$ cat src/rtl/apb_cfg_regs_if.sv
// ---------------------------------------------------------------------------
// apb_cfg_regs_if
// APB3 bus bundle between the APB master and the aligner configuration
// register file. The clock and reset are not part of the bundle; they stay
// as plain ports on the modules.
//
//   paddr    master -> completer   transfer address
//   psel     master -> completer   completer select
//   penable  master -> completer   access phase marker
//   pwrite   master -> completer   1 = write, 0 = read
//   pwdata   master -> completer   write data
//   pready   completer -> master   transfer complete
//   prdata   completer -> master   read data, valid with pready
//   pslverr  completer -> master   error response, valid with pready
// ---------------------------------------------------------------------------
interface apb_cfg_regs_if #(
    parameter int ADDR_WIDTH = 16,
    parameter int DATA_WIDTH = 32
);
    logic [ADDR_WIDTH-1:0] paddr;
    logic                  psel;
    logic                  penable;
    logic                  pwrite;
    logic [DATA_WIDTH-1:0] pwdata;
    logic                  pready;
    logic [DATA_WIDTH-1:0] prdata;
    logic                  pslverr;

    modport master (
        output paddr, psel, penable, pwrite, pwdata,
        input  pready, prdata, pslverr
    );

    modport slave (
        input  paddr, psel, penable, pwrite, pwdata,
        output pready, prdata, pslverr
    );
endinterface

$ cat src/rtl/apb_cfg_regs.sv
// ---------------------------------------------------------------------------
// apb_cfg_regs
// APB3 completer holding the aligner configuration/status registers:
//   0x0000 CTRL   RW  [2:0] SIZE (reset 1), [9:8] OFFSET, [16] CLR (write-only)
//   0x000C STATUS RO  [7:0] cnt_drop, [11:8] rx_lvl, [27:24] tx_lvl
//   0x00F0 IRQEN  RW  [4:0]
//   0x00F4 IRQ    W1C [4:0] sticky event flags
// Each transfer takes WAIT_STATES extra access cycles before pready.
//
// Ports:
//   clk          in   clock, all logic on the rising edge
//   preset_n     in   asynchronous active-low reset
//   apb          slave modport of apb_cfg_regs_if (APB3 transfer signals)
//   ctrl_size    out  CTRL.SIZE
//   ctrl_offset  out  CTRL.OFFSET
//   ctrl_clr     out  one-cycle pulse after a CTRL write with bit 16 set
//   sts_cnt_drop in   drop counter from the core
//   sts_rx_lvl   in   receive FIFO level
//   sts_tx_lvl   in   transmit FIFO level
//   irq_evt      in   event pulses {max_drop, tx_full, tx_empty, rx_full, rx_empty}
//   irq          out  registered OR of enabled pending flags
// ---------------------------------------------------------------------------
module apb_cfg_regs #(
    parameter int ADDR_WIDTH  = 16,
    parameter int DATA_WIDTH  = 32,   // only 32 is supported
    parameter int WAIT_STATES = 0     // 0..15
) (
    input  logic                clk,
    input  logic                preset_n,
    apb_cfg_regs_if.slave       apb,
    output logic [2:0]          ctrl_size,
    output logic [1:0]          ctrl_offset,
    output logic                ctrl_clr,
    input  logic [7:0]          sts_cnt_drop,
    input  logic [3:0]          sts_rx_lvl,
    input  logic [3:0]          sts_tx_lvl,
    input  logic [4:0]          irq_evt,
    output logic                irq
);

    localparam logic [ADDR_WIDTH-1:0] ADDR_CTRL   = ADDR_WIDTH'('h0000);
    localparam logic [ADDR_WIDTH-1:0] ADDR_STATUS = ADDR_WIDTH'('h000C);
    localparam logic [ADDR_WIDTH-1:0] ADDR_IRQEN  = ADDR_WIDTH'('h00F0);
    localparam logic [ADDR_WIDTH-1:0] ADDR_IRQ    = ADDR_WIDTH'('h00F4);
    localparam logic [3:0]            WAIT_LOAD   = 4'(WAIT_STATES);

    typedef enum logic {
        S_IDLE,
        S_ACCESS
    } state_t;

    // -----------------------------------------------------------------------
    // State
    // -----------------------------------------------------------------------
    state_t                 state_reg, state_next;
    logic [3:0]             wait_cnt_reg, wait_cnt_next;
    logic                   pready_reg, pready_next;
    logic                   pslverr_reg, pslverr_next;
    logic [DATA_WIDTH-1:0]  prdata_reg, prdata_next;

    // Transfer context captured in the setup cycle
    logic                   wr_reg, wr_next;
    logic                   err_reg, err_next;
    logic [2:0]             sel_reg, sel_next;      // {IRQ, IRQEN, CTRL}
    logic [2:0]             wsize_reg, wsize_next;
    logic [1:0]             woffset_reg, woffset_next;
    logic                   wclr_reg, wclr_next;
    logic [4:0]             wbits_reg, wbits_next;

    // Register file
    logic [2:0]             size_reg;
    logic [1:0]             offset_reg;
    logic                   clr_reg;
    logic [4:0]             irqen_reg;
    logic [4:0]             irq_flag_reg, irq_flag_next;
    logic                   irq_reg;

    logic                   commit;
    logic                   commit_ctrl, commit_irqen, commit_irq;
    logic [4:0]             w1c_mask;

    // -----------------------------------------------------------------------
    // Address decode and error classification (setup-cycle view)
    // -----------------------------------------------------------------------
    logic hit_ctrl, hit_status, hit_irqen, hit_irq;
    logic ctrl_wdata_ok;
    logic wr_err, rd_err;
    logic [DATA_WIDTH-1:0] rdata_mux;

    assign hit_ctrl   = (apb.paddr == ADDR_CTRL);
    assign hit_status = (apb.paddr == ADDR_STATUS);
    assign hit_irqen  = (apb.paddr == ADDR_IRQEN);
    assign hit_irq    = (apb.paddr == ADDR_IRQ);

    // SIZE must be non-zero and the SIZE+OFFSET window must fit in 4 lanes.
    assign ctrl_wdata_ok = (apb.pwdata[2:0] != 3'd0) &&
                           (({1'b0, apb.pwdata[2:0]} + {2'b00, apb.pwdata[9:8]}) <= 4'd4);

    assign wr_err = !(hit_ctrl || hit_irqen || hit_irq) || (hit_ctrl && !ctrl_wdata_ok);
    assign rd_err = !(hit_ctrl || hit_status || hit_irqen || hit_irq);

    // Read data is snapshotted at the setup edge, so STATUS reflects the
    // core inputs in the setup cycle regardless of later changes.
    always_comb begin
        rdata_mux = '0;
        if (hit_ctrl) begin
            rdata_mux[2:0] = size_reg;
            rdata_mux[9:8] = offset_reg;
        end
        if (hit_status) begin
            rdata_mux[7:0]   = sts_cnt_drop;
            rdata_mux[11:8]  = sts_rx_lvl;
            rdata_mux[27:24] = sts_tx_lvl;
        end
        if (hit_irqen) begin
            rdata_mux[4:0] = irqen_reg;
        end
        if (hit_irq) begin
            rdata_mux[4:0] = irq_flag_reg;
        end
    end

    // -----------------------------------------------------------------------
    // Transfer FSM: next state / outputs
    // -----------------------------------------------------------------------
    always_comb begin
        state_next    = state_reg;
        wait_cnt_next = wait_cnt_reg;
        pready_next   = 1'b0;
        pslverr_next  = pslverr_reg;
        prdata_next   = prdata_reg;
        wr_next       = wr_reg;
        err_next      = err_reg;
        sel_next      = sel_reg;
        wsize_next    = wsize_reg;
        woffset_next  = woffset_reg;
        wclr_next     = wclr_reg;
        wbits_next    = wbits_reg;
        commit        = 1'b0;

        case (state_reg)
            S_IDLE: begin
                prdata_next  = '0;
                pslverr_next = 1'b0;
                if (apb.psel && !apb.penable) begin
                    wr_next       = apb.pwrite;
                    err_next      = apb.pwrite ? wr_err : rd_err;
                    sel_next      = {hit_irq, hit_irqen, hit_ctrl};
                    wsize_next    = apb.pwdata[2:0];
                    woffset_next  = apb.pwdata[9:8];
                    wclr_next     = apb.pwdata[16];
                    wbits_next    = apb.pwdata[4:0];
                    wait_cnt_next = WAIT_LOAD;
                    // pready is registered, so with no wait states it must
                    // already be scheduled at the setup edge.
                    pready_next   = (WAIT_LOAD == 4'd0);
                    pslverr_next  = apb.pwrite ? wr_err : rd_err;
                    prdata_next   = (!apb.pwrite && !rd_err) ? rdata_mux : '0;
                    state_next    = S_ACCESS;
                end
            end

            S_ACCESS: begin
                if (!(apb.psel && apb.penable)) begin
                    // Master abandoned the transfer: drop it silently.
                    state_next    = S_IDLE;
                    wait_cnt_next = 4'd0;
                    prdata_next   = '0;
                    pslverr_next  = 1'b0;
                end else if (pready_reg) begin
                    // Completion edge: writes take effect here.
                    commit       = wr_reg && !err_reg;
                    state_next   = S_IDLE;
                    prdata_next  = '0;
                    pslverr_next = 1'b0;
                end else if (wait_cnt_reg != 4'd0) begin
                    wait_cnt_next = wait_cnt_reg - 4'd1;
                    pready_next   = (wait_cnt_reg == 4'd1);
                end
            end

            default: begin
                state_next = S_IDLE;
            end
        endcase
    end

    always_ff @(posedge clk or negedge preset_n) begin
        if (!preset_n) begin
            state_reg    <= S_IDLE;
            wait_cnt_reg <= 4'd0;
            pready_reg   <= 1'b0;
            pslverr_reg  <= 1'b0;
            prdata_reg   <= '0;
            wr_reg       <= 1'b0;
            err_reg      <= 1'b0;
            sel_reg      <= 3'd0;
            wsize_reg    <= 3'd0;
            woffset_reg  <= 2'd0;
            wclr_reg     <= 1'b0;
            wbits_reg    <= 5'd0;
        end else begin
            state_reg    <= state_next;
            wait_cnt_reg <= wait_cnt_next;
            pready_reg   <= pready_next;
            pslverr_reg  <= pslverr_next;
            prdata_reg   <= prdata_next;
            wr_reg       <= wr_next;
            err_reg      <= err_next;
            sel_reg      <= sel_next;
            wsize_reg    <= wsize_next;
            woffset_reg  <= woffset_next;
            wclr_reg     <= wclr_next;
            wbits_reg    <= wbits_next;
        end
    end

    // -----------------------------------------------------------------------
    // Register file
    // -----------------------------------------------------------------------
    assign commit_ctrl  = commit && sel_reg[0];
    assign commit_irqen = commit && sel_reg[1];
    assign commit_irq   = commit && sel_reg[2];
    assign w1c_mask     = commit_irq ? wbits_reg : 5'd0;

    // A new event in the same cycle as its W1C clear keeps the flag set.
    genvar gi;
    generate
        for (gi = 0; gi < 5; gi++) begin : g_irq_flag
            assign irq_flag_next[gi] = irq_evt[gi] | (irq_flag_reg[gi] & ~w1c_mask[gi]);
        end
    endgenerate

    always_ff @(posedge clk or negedge preset_n) begin
        if (!preset_n) begin
            size_reg     <= 3'd1;
            offset_reg   <= 2'd0;
            clr_reg      <= 1'b0;
            irqen_reg    <= 5'd0;
            irq_flag_reg <= 5'd0;
            irq_reg      <= 1'b0;
        end else begin
            if (commit_ctrl) begin
                size_reg   <= wsize_reg;
                offset_reg <= woffset_reg;
            end
            clr_reg <= commit_ctrl && wclr_reg;
            if (commit_irqen) begin
                irqen_reg <= wbits_reg;
            end
            irq_flag_reg <= irq_flag_next;
            irq_reg      <= |(irq_flag_reg & irqen_reg);
        end
    end

    // -----------------------------------------------------------------------
    // Outputs
    // -----------------------------------------------------------------------
    assign apb.pready  = pready_reg;
    assign apb.prdata  = prdata_reg;
    assign apb.pslverr = pslverr_reg;
    assign ctrl_size   = size_reg;
    assign ctrl_offset = offset_reg;
    assign ctrl_clr    = clr_reg;
    assign irq         = irq_reg;

endmodule

$ cat src/flat_wrapper.sv
// flat-port wrapper written by rule: the top's interface ports become plain ports
module apb_cfg_regs_flat 
#(
    parameter int ADDR_WIDTH  = 16,
    parameter int DATA_WIDTH  = 32,                          
    parameter int WAIT_STATES = 0             
)
  (clk, preset_n, ctrl_size, ctrl_offset, ctrl_clr, sts_cnt_drop, sts_rx_lvl, sts_tx_lvl, irq_evt, irq, apb_paddr, apb_psel, apb_penable, apb_pwrite, apb_pwdata, apb_pready, apb_prdata, apb_pslverr);
  apb_cfg_regs_if #(.ADDR_WIDTH(ADDR_WIDTH), .DATA_WIDTH(DATA_WIDTH)) apb_i ();
  input  logic clk;
  input  logic preset_n;
  output logic [2:0] ctrl_size;
  output logic [1:0] ctrl_offset;
  output logic ctrl_clr;
  input  logic [7:0] sts_cnt_drop;
  input  logic [3:0] sts_rx_lvl;
  input  logic [3:0] sts_tx_lvl;
  input  logic [4:0] irq_evt;
  output logic irq;
  input wire logic [$bits(apb_i.paddr)-1:0] apb_paddr;
  input wire logic [$bits(apb_i.psel)-1:0] apb_psel;
  input wire logic [$bits(apb_i.penable)-1:0] apb_penable;
  input wire logic [$bits(apb_i.pwrite)-1:0] apb_pwrite;
  input wire logic [$bits(apb_i.pwdata)-1:0] apb_pwdata;
  output wire logic [$bits(apb_i.pready)-1:0] apb_pready;
  output wire logic [$bits(apb_i.prdata)-1:0] apb_prdata;
  output wire logic [$bits(apb_i.pslverr)-1:0] apb_pslverr;
  assign apb_i.paddr = apb_paddr;
  assign apb_i.psel = apb_psel;
  assign apb_i.penable = apb_penable;
  assign apb_i.pwrite = apb_pwrite;
  assign apb_i.pwdata = apb_pwdata;
  assign apb_pready = apb_i.pready;
  assign apb_prdata = apb_i.prdata;
  assign apb_pslverr = apb_i.pslverr;
  apb_cfg_regs #(.ADDR_WIDTH(ADDR_WIDTH), .DATA_WIDTH(DATA_WIDTH), .WAIT_STATES(WAIT_STATES)) u_core (.clk(clk), .preset_n(preset_n), .apb(apb_i), .ctrl_size(ctrl_size), .ctrl_offset(ctrl_offset), .ctrl_clr(ctrl_clr), .sts_cnt_drop(sts_cnt_drop), .sts_rx_lvl(sts_rx_lvl), .sts_tx_lvl(sts_tx_lvl), .irq_evt(irq_evt), .irq(irq));
endmodule
$ cat config.mk
export PLATFORM = sky130hd
export DESIGN_NAME = apb_cfg_regs_flat
export DESIGN_NICKNAME = d
export VERILOG_FILES = /design/src/rtl/apb_cfg_regs_if.sv /design/src/rtl/apb_cfg_regs.sv /design/src/flat_wrapper.sv
export SDC_FILE = /design/constraint.sdc
export NUM_CORES = 1
export LEC_CHECK = 0
export CAP_MARGIN = 10
export CORE_ASPECT_RATIO = 1.4
export CORE_UTILIZATION = 42
export DETAILED_ROUTE_END_ITERATION = 8
export HOLD_SLACK_MARGIN = 0.05
export PLACE_DENSITY = 0.78
export SLEW_MARGIN = 20
export SYNTH_ARGS = -nofsm -noshare
export SYNTH_HDL_FRONTEND = slang
export SYNTH_SLANG_ARGS = --single-unit
$ cat constraint.sdc
create_clock -name clk -period 2.1 [get_ports clk]
set_input_delay 0.525 -clock clk [delete_from_list [all_inputs] [get_ports clk]]
set_output_delay 0.525 -clock clk [all_outputs]
set_load 0.02 [all_outputs]
* Yosys cells after proc, flatten, opt, wreduce, memory -nomap -nowiden
Index checks and enable logic that the tools add are counted.
Storage, ports and cells: flip-flop bits (word level) 72, input port bits 74
Cells by class: eq/ne operators 8, $add $sub $neg 2, bitwise gates (word level) 17, reduce and logical (&&, ||, !) cells 28, muxes and demuxes 33, magnitude comparators 1
Operator list (number):
- 2-to-1 mux 32 bit | 3
- one-hot mux 32 bit (2 select lines) | 1
- equality test 16 x 8 -> 1 bit, second input constant | 2
- 2-to-1 mux 28 bit | 1
- 2-to-1 mux 4 bit | 5
- equality test 16 x 4 -> 1 bit, second input constant | 1
- logical NOT 16 bit | 1
- 2-to-1 mux 5 bit | 3
- 2-to-1 mux 1 bit | 13
- 2-to-1 mux 12 bit | 1
- logical AND 1 bit | 10
- != test 3 bit, second input constant | 3
- one-hot mux 4 bit (2 select lines) | 1
- logical NOT 1 bit | 6
- logical OR 1 bit | 6
- inverter 1 bit | 6
- one-hot mux 1 bit (2 select lines) | 3
- bitwise AND 1 bit | 5
- bitwise AND 5 bit | 1
- bitwise OR 1 bit | 5
- OR reduction 5 bit | 1
- adder 3 x 2 -> 4 bit | 1
- equality test 4 x 1 -> 1 bit, second input constant | 1
- less-or-equal comparator 4 x 3 -> 1 bit, second input constant | 1
- other kinds (8) | 8

* Depth between registers and ports, before layout
word-level depth 10, mapped depth 8

* Least setup slack after synthesis
OpenSTA, ideal clock, no wires.
path type input to register, from input apb_paddr[5], to register u_core.prdata_reg[0], in the netlist u_core.apb.prdata[0], required time 2008 ps, path buffers 1, cell stages on the path 5, path slack -58 ps, setup time 92 ps, arrival time 2067 ps, cell sequence or4_4 a221o_1 or3_1 buf_6 o31ai_2
On the way: longest elaborated chain between the ends 8, elaborated cells on any way between the ends 15, classes of those cells 3 x eq/ne; 7 x mux; 5 x reduce/logical
Ends and longest elaborated chain:
- start, declared | RTL line flat_wrapper.sv:20 | input wire logic [$bits(apb_i.paddr)-1:0] apb_paddr;
- logical NOT 16 bit / equality test 16 x 4 -> 1 bit (equally long branches) | RTL line apb_cfg_regs.sv:90, apb_cfg_regs.sv:91
- 2-to-1 mux 3 bit / logical OR 1 bit (equally long branches) | RTL line apb_cfg_regs.sv:106, apb_cfg_regs.sv:100
- 2-to-1 mux 12 bit / logical OR 1 bit (equally long branches) | RTL line apb_cfg_regs.sv:110, apb_cfg_regs.sv:100
- 2-to-1 mux 5 bit / logical OR 1 bit (equally long branches) | RTL line apb_cfg_regs.sv:115, apb_cfg_regs.sv:100
- 2-to-1 mux 5 bit / logical AND 1 bit (equally long branches) | RTL line apb_cfg_regs.sv:118, apb_cfg_regs.sv:158
- 2-to-1 mux 28 bit (*) | RTL line apb_cfg_regs.sv:158 | prdata_next = (!apb.pwrite && !rd_err) ? rdata_mux : '0;
- 2-to-1 mux 32 bit (*) | RTL line apb_cfg_regs.sv:145 | if (apb.psel && !apb.penable) begin
- one-hot mux 32 bit (2 select lines) (*) | RTL line apb_cfg_regs.sv:141 | case (state_reg)
- end signal, assigned | RTL line apb_cfg_regs.sv:207 | prdata_reg <= prdata_next;
- end, declared | RTL line apb_cfg_regs.sv:59 | logic [DATA_WIDTH-1:0] prdata_reg, prdata_next;
Every way passes the cells marked *; elsewhere a longest branch is shown, timed or not. A chain may end at the register's enable or synchronous reset.

* Final worst setup path
from input apb_paddr[6], to register u_core.prdata_reg[0], in the netlist u_core.apb.prdata[0]
The elaborated chain is that of the path after synthesis.

==> reports/metrics.csv <==
metric,value,unit
share of cells above drive strength 1,0.226,
port bufs,74,
slowest cell on the critical path,or3_4,
Final Slew Violations,0,
CP arrival,2.33,ns
"Clk Latency, worst-skew pair",0.31,ns
hold crit path type,in2async,
H-tree levels,2,
Final setup viols,1,
cts hold-fix bufs,0,
Via density,5.25,
Leak,1.76,nW
final setup margin,-0.00181,ns
Post-synth EDFFs,0,
Syn Area/Cell,10.2,µm²
"antenna viol nets, final",0,
CTS Sinks,53,
Setup TNS Final,-0.00181,ns
Critical Path Max Stage Delay,0.44,ns
Initial DRC Count,98,
Worst Skew,0.0112,ns
Synth Cell Area,2580,µm²
dpl cells,422,
WL per Instance,14.8,µm
Slew HR,0.665,
Vias,2295,
first-pass GRT wire length,10.4,mm
final period utilization,1.00,
most used flip-flop cell after synthesis,dfrtp_1,
Layout Nets,446,
Mapped Cells,253,
status,"complete, but fails checks",
P&R area growth vs syn,47.6,%
CTS Buf Count,5,
diode count,0,
MaxCap Viol Count,0,
peak supply drop,349,µV
Tmin final,2.10,ns
library cells used by synthesis,43,
drc violations,0,
GP Congestion,0.878,
fin cells,437,
Least-Margin Pin Slew,0.503,ns
DIE HEIGHT,94.8,µm
critical path class,in2reg,
PwrDens,550,nW/µm²
CTS tree,done,
Post-synth ARST share,1.00,
critical path peak fanout,7,
grt ovf,0,
crit path capture type,register,
#FFs+latches synth,53,
"most common cell after layout, fill and taps aside",clkdlybuf4s50_1,
largest net degree at the start of global routing,54,
Die Wd,68.3,µm
Pre-Repair DR Iteration Count,4,
violated checks,negative setup slack,
max reg flops,16,
WP data required,2.32,ns
sequential fraction of the synthesis area,0.514,
DRT Wirelength,6.45,mm
Tot GR Track Use,0.216,
hpwl dp,4.85,mm
# IOs,115,
worst path cell trace,dlygate4sd2_1 > or4_4 > a221o_1 > or3_4 > o31ai_2,
hold slack,0.186,ns
Core ar.,5900,µm²
clk root buf,clkbuf_8,
Synth Warn #,0,
Die Area,6470,µm²
initial antenna violation count,0,
most frequent cells in the layout,"clkdlybuf4s50_1, nand2_1, dfrtp_1",
clock-pin slew on the worst setup and hold paths,0.10,ns
Post-Place Worst Slack,-0.676,ns
element type at the critical path start,input pin,
fmax,476,MHz
row cnt,33,
vias in the first global route,2269,
Starting Density,0.438,
clk buf depth,2,
Fin. Hold Viols,0,
fill count,491,
## cells by family (layout without fill, tap and decap cells)
logic type,count (synthesis),in the layout,synth area share
buffers and inverters,30,129,0.0697
AO/OA/AOI/OAI,57,57,0.168
XOR/XNOR,1,1,0.00339
flip-flops,53,53,0.514
multiplexers,10,10,0.0436
AND/OR/NAND/NOR,95,95,0.168
other,1,16,0.00145
adder cells (fa/ha/maj),6,6,0.0320
## critical path, delay by kind of cell
kind	cells	cell delay, ns
simple gates	2	0.87
compound gates	2	0.65
buf+inv	1	0.27
## where the power goes
group	leakage (nW)	total (W)	switching [W]	internal (W)
Sequential	0.688	0.00110	0.0000371	0.00106
Combinational	1.02	0.000308	0.000153	0.000155
Clock	0.0585	0.000695	0.000337	0.000357
## per-stage QoR
| stage | power, W | utilization | cell area (µm²) |
|---|---|---|---|
| 6_report | 0.00210 | 0.646 | 3810 |
| 5_1_grt | 0.00219 | 0.646 | 3810 |
| 4_1_cts | 0.00211 | 0.638 | 3770 |
| 3_5_place_dp | 0.00142 | 0.607 | 3580 |
| 3_3_place_gp | 0.00141 | 0.607 | 3580 |
| 2_1_floorplan | 0.00124 | - | 2640 |
## timing repair
item                                    4_1_cts  5_1_grt
endpoints found under the setup margin        9        9
buffers inserted                              6        1
pin swaps                                    13       13
gates resized for setup                      29       18
## final cells by class
cell class | instances | area (µm²) | share of cell area
Timing Repair Buffer | 114 | 1050 | 0.274
Multi-Input combinational cell | 185 | 1210 | 0.318
Tap cell | 70 | 87.6 | 0.0230
Clock buffer | 5 | 68.8 | 0.0180
Sequential cell | 53 | 1330 | 0.348
Clock inverter | 3 | 43.8 | 0.0115
Inverter | 7 | 26.3 | 0.00689
## layer usage
metal  up-vias  routed length (µm)  share of wire  global-route usage
met5         -                   0              0                   0
li1       1092                   -              -                   -
met3        15                 347          0.054              0.0290
met4         0                 176          0.027               0.109
met1      1106                2510           0.39               0.258
met2        82                3420           0.53               0.369
## final timing paths
kind                                               startpoint                                  to  slack, ns  cells past startpoint
setup reg to reg           u_core.wait_cnt_reg[0]$_DFFE_PN0P_  u_core.wait_cnt_reg[2]$_DFFE_PN0P_       0.31                      8
max in group asynchronous                            preset_n     u_core.ctrl_size[0]$_DFFE_PN1P_       1.62                      2
hold reg to reg             u_core.woffset_reg[0]$_DFFE_PN0P_   u_core.woffset_reg[0]$_DFFE_PN0P_       0.49                      2
min in group clk            u_core.woffset_reg[0]$_DFFE_PN0P_   u_core.woffset_reg[0]$_DFFE_PN0P_       0.49                      2
setup / recovery                                 apb_paddr[6]    u_core.apb.prdata[0]$_DFFE_PN0P_     -0.002                      5
hold / removal                                       preset_n  u_core.wait_cnt_reg[0]$_DFFE_PN0P_       0.19                      2
## synthesized netlist by cell type (2+ instances only)
cell type,number,share of area
buf_4,16,0.046
ha_1,5,0.024
a21o_1,6,0.017
nor4_1,3,0.0073
inv_1,7,0.010
o21ai_0,13,0.025
nand4_1,3,0.0073
a221oi_1,5,0.017
o31ai_1,2,0.0058
mux2_2,10,0.044
a21boi_0,2,0.0058
nand2b_1,3,0.0073
dfrtp_1,52,0.50
nand3_1,5,0.0097
nor3_1,4,0.0077
or2_2,2,0.0048
nand2_1,53,0.077
clkbuf_1,6,0.0087
nor2_1,13,0.019
a21oi_1,4,0.0077
a22o_1,10,0.034
o31ai_2,5,0.024
a22oi_1,4,0.012
Power figures use the tool's default switching activity.
==> variant: new RTL, config.mk and constraints unchanged <==
`ADDR_WIDTH` is set to 16 in 3 places; all go to 17.
--- a/src/rtl/apb_cfg_regs_if.sv
+++ b/src/rtl/apb_cfg_regs_if.sv
@@ -15,5 +15,5 @@
 // ---------------------------------------------------------------------------
 interface apb_cfg_regs_if #(
-    parameter int ADDR_WIDTH = 16,
+    parameter int ADDR_WIDTH = 17,
     parameter int DATA_WIDTH = 32
 );
--- a/src/rtl/apb_cfg_regs.sv
+++ b/src/rtl/apb_cfg_regs.sv
@@ -22,5 +22,5 @@
 // ---------------------------------------------------------------------------
 module apb_cfg_regs #(
-    parameter int ADDR_WIDTH  = 16,
+    parameter int ADDR_WIDTH  = 17,
     parameter int DATA_WIDTH  = 32,   // only 32 is supported
     parameter int WAIT_STATES = 0     // 0..15
--- a/src/flat_wrapper.sv
+++ b/src/flat_wrapper.sv
@@ -2,5 +2,5 @@
 module apb_cfg_regs_flat 
 #(
-    parameter int ADDR_WIDTH  = 16,
+    parameter int ADDR_WIDTH  = 17,
     parameter int DATA_WIDTH  = 32,                          
     parameter int WAIT_STATES = 0             
Interface: changed (resized apb_paddr); port bits go from 115 to 116. The function was not compared with the original's and may differ.
==> variant against the unedited design <==
Sequential share of layout area increased by 0.11 points. Wire length increased by 1.3%. Critical path depth increased by 1. Final area decreased by 0.33%. Hold slack improved by 38 ps. Total power increased by 5.0%. Area after synthesis increased by 4.2%. Sequential cell count unchanged. Final cell count decreased by 0.69%. Register-to-register slack improved by 120 ps. Setup slack improved by 59 ps.
==> variant: results (changes against the unedited design) <==
The flow ran to the end, and the final reports show no timing, DRC or antenna violations. The average via count per standard cell works out to 5.20 (-0.93%). Critical path's largest stage delay: 580 ps (+140 ps).

Share of the synthesized area in compound gates (AO/OA/AOI/OAI): 15.9% (-0.95 points). The tools report the slack of the worst reg-to-reg path as 430 ps (+120 ps). The total global routing track utilization was 19.5% (-2.1 points). The run gives 10600 um (+1.6%) as the global-route wire length before repair. The arrival time reported for the critical path endpoint came out at 2290 ps (-40 ps). The share of layout cells above drive strength 1 is 22.9% (+0.31 points), and the global routing met2 resource utilization is 37.0% (+0.11 points). The average size of a mapped cell came out at 10.5 um^2 (+2.5%). The maximum number of pins on one net before global-route repair came out at 28 (-48%).

The logs give 49.3% (-2.1 points) for the sequential fraction of the synthesis area and 3650 um (+7.0%) for the detailed-routed wire length on met2. The post-DP HPWL was 5020 um (+3.6%); the portion of netlist area occupied by mux cells was 6.65% (+2.3 points). Transition time of the tightest slew-check pin: 633 ps (+130 ps). The count of distinct cell types in the synthesized netlist is 49 (+14%). The number of buffer cells added on primary ports was 75 (+1.4%); the initial detailed-routing violation count was 89 (-9.2%). For the total cell area at the placement stage, the log shows 0.00365 mm^2 (+1.8%). The xor and xnor area share after synthesis works out to 0% (-0.34 points). The tools report the detailed-route via count as 2258 (-1.6%). The routability-driven placement congestion ratio was 0.840 (-4.4%).

The most critical setup path has its endpoint at u_core.apb.prdata[7]. The run gives 442 (-0.90%) as the number of nets in the layout. The depth of the worst register-to-register path came out at 6 (-2).

Ranked by total cell area, the synthesized netlist is headed by sky130_fd_sc_hd__dfrtp_1 48%, sky130_fd_sc_hd__nand2_1 6.6%, sky130_fd_sc_hd__mux2_2 6.3%. The final routed wirelength across all metal layers came out at 6530 um (+1.3%).
## variant: cell count changes in the layout (fill, tap and decap cells not counted), moves of 6 or more
cell	change
sky130_fd_sc_hd__buf_4	-10
sky130_fd_sc_hd__o21ai_1	+6
sky130_fd_sc_hd__a22o_2	+8
sky130_fd_sc_hd__dlygate4sd2_1	-9
sky130_fd_sc_hd__clkdlybuf4s50_1	+16
## variant: worst min-delay path by stage
stage | start | end | slack [ps] | depth (start not counted)
3_5_place_dp | u_core.woffset_reg[0] | u_core.woffset_reg[0] | 460 | 2
3_3_place_gp | u_core.sel_reg[2] | u_core.sel_reg[2] | 450 | 2
6_report | preset_n | u_core.apb.prdata[11] | 220 | 1
5_1_grt | preset_n | u_core.apb.prdata[11] | 260 | 1
4_1_cts | preset_n | u_core.apb.prdata[10] | 240 | 1
2_1_floorplan | preset_n | u_core.apb.prdata[0] | 230 | 0
## variant: final cells by class
class,count,area (um^2)
clock inverter,2,38.8
timing repair buffer,104,965
tap,72,90.1
clock buffer,6,72.6
fill,543,2410
multi-input combinational,189,1280
sequential,53,1330
inverter,8,30.0
## variant: what timing repair did
action                     4_1_cts  5_1_grt
buffers inserted                 1        1
resized for setup               16        8
setup endpoints to repair        2        5
cloned                           0        0
pin swaps                        6        9
## variant: cell families after synthesis
group	after synthesis
muxes	16
other	1
AOI/OAI and AO/OA	58
and+or+nand+nor	93
adders and majority gates	6
DFF	53
buffers and inverters	30
## variant: power by group
group	switching, W	total [W]	leakage, nW	internal (W)
clock	0.000337	0.000695	0.0554	0.000358
combinational	0.000199	0.000398	0.963	0.000199
sequential	0.0000435	0.00111	0.691	0.00107
total	0.000579	0.00220	1.71	0.00162
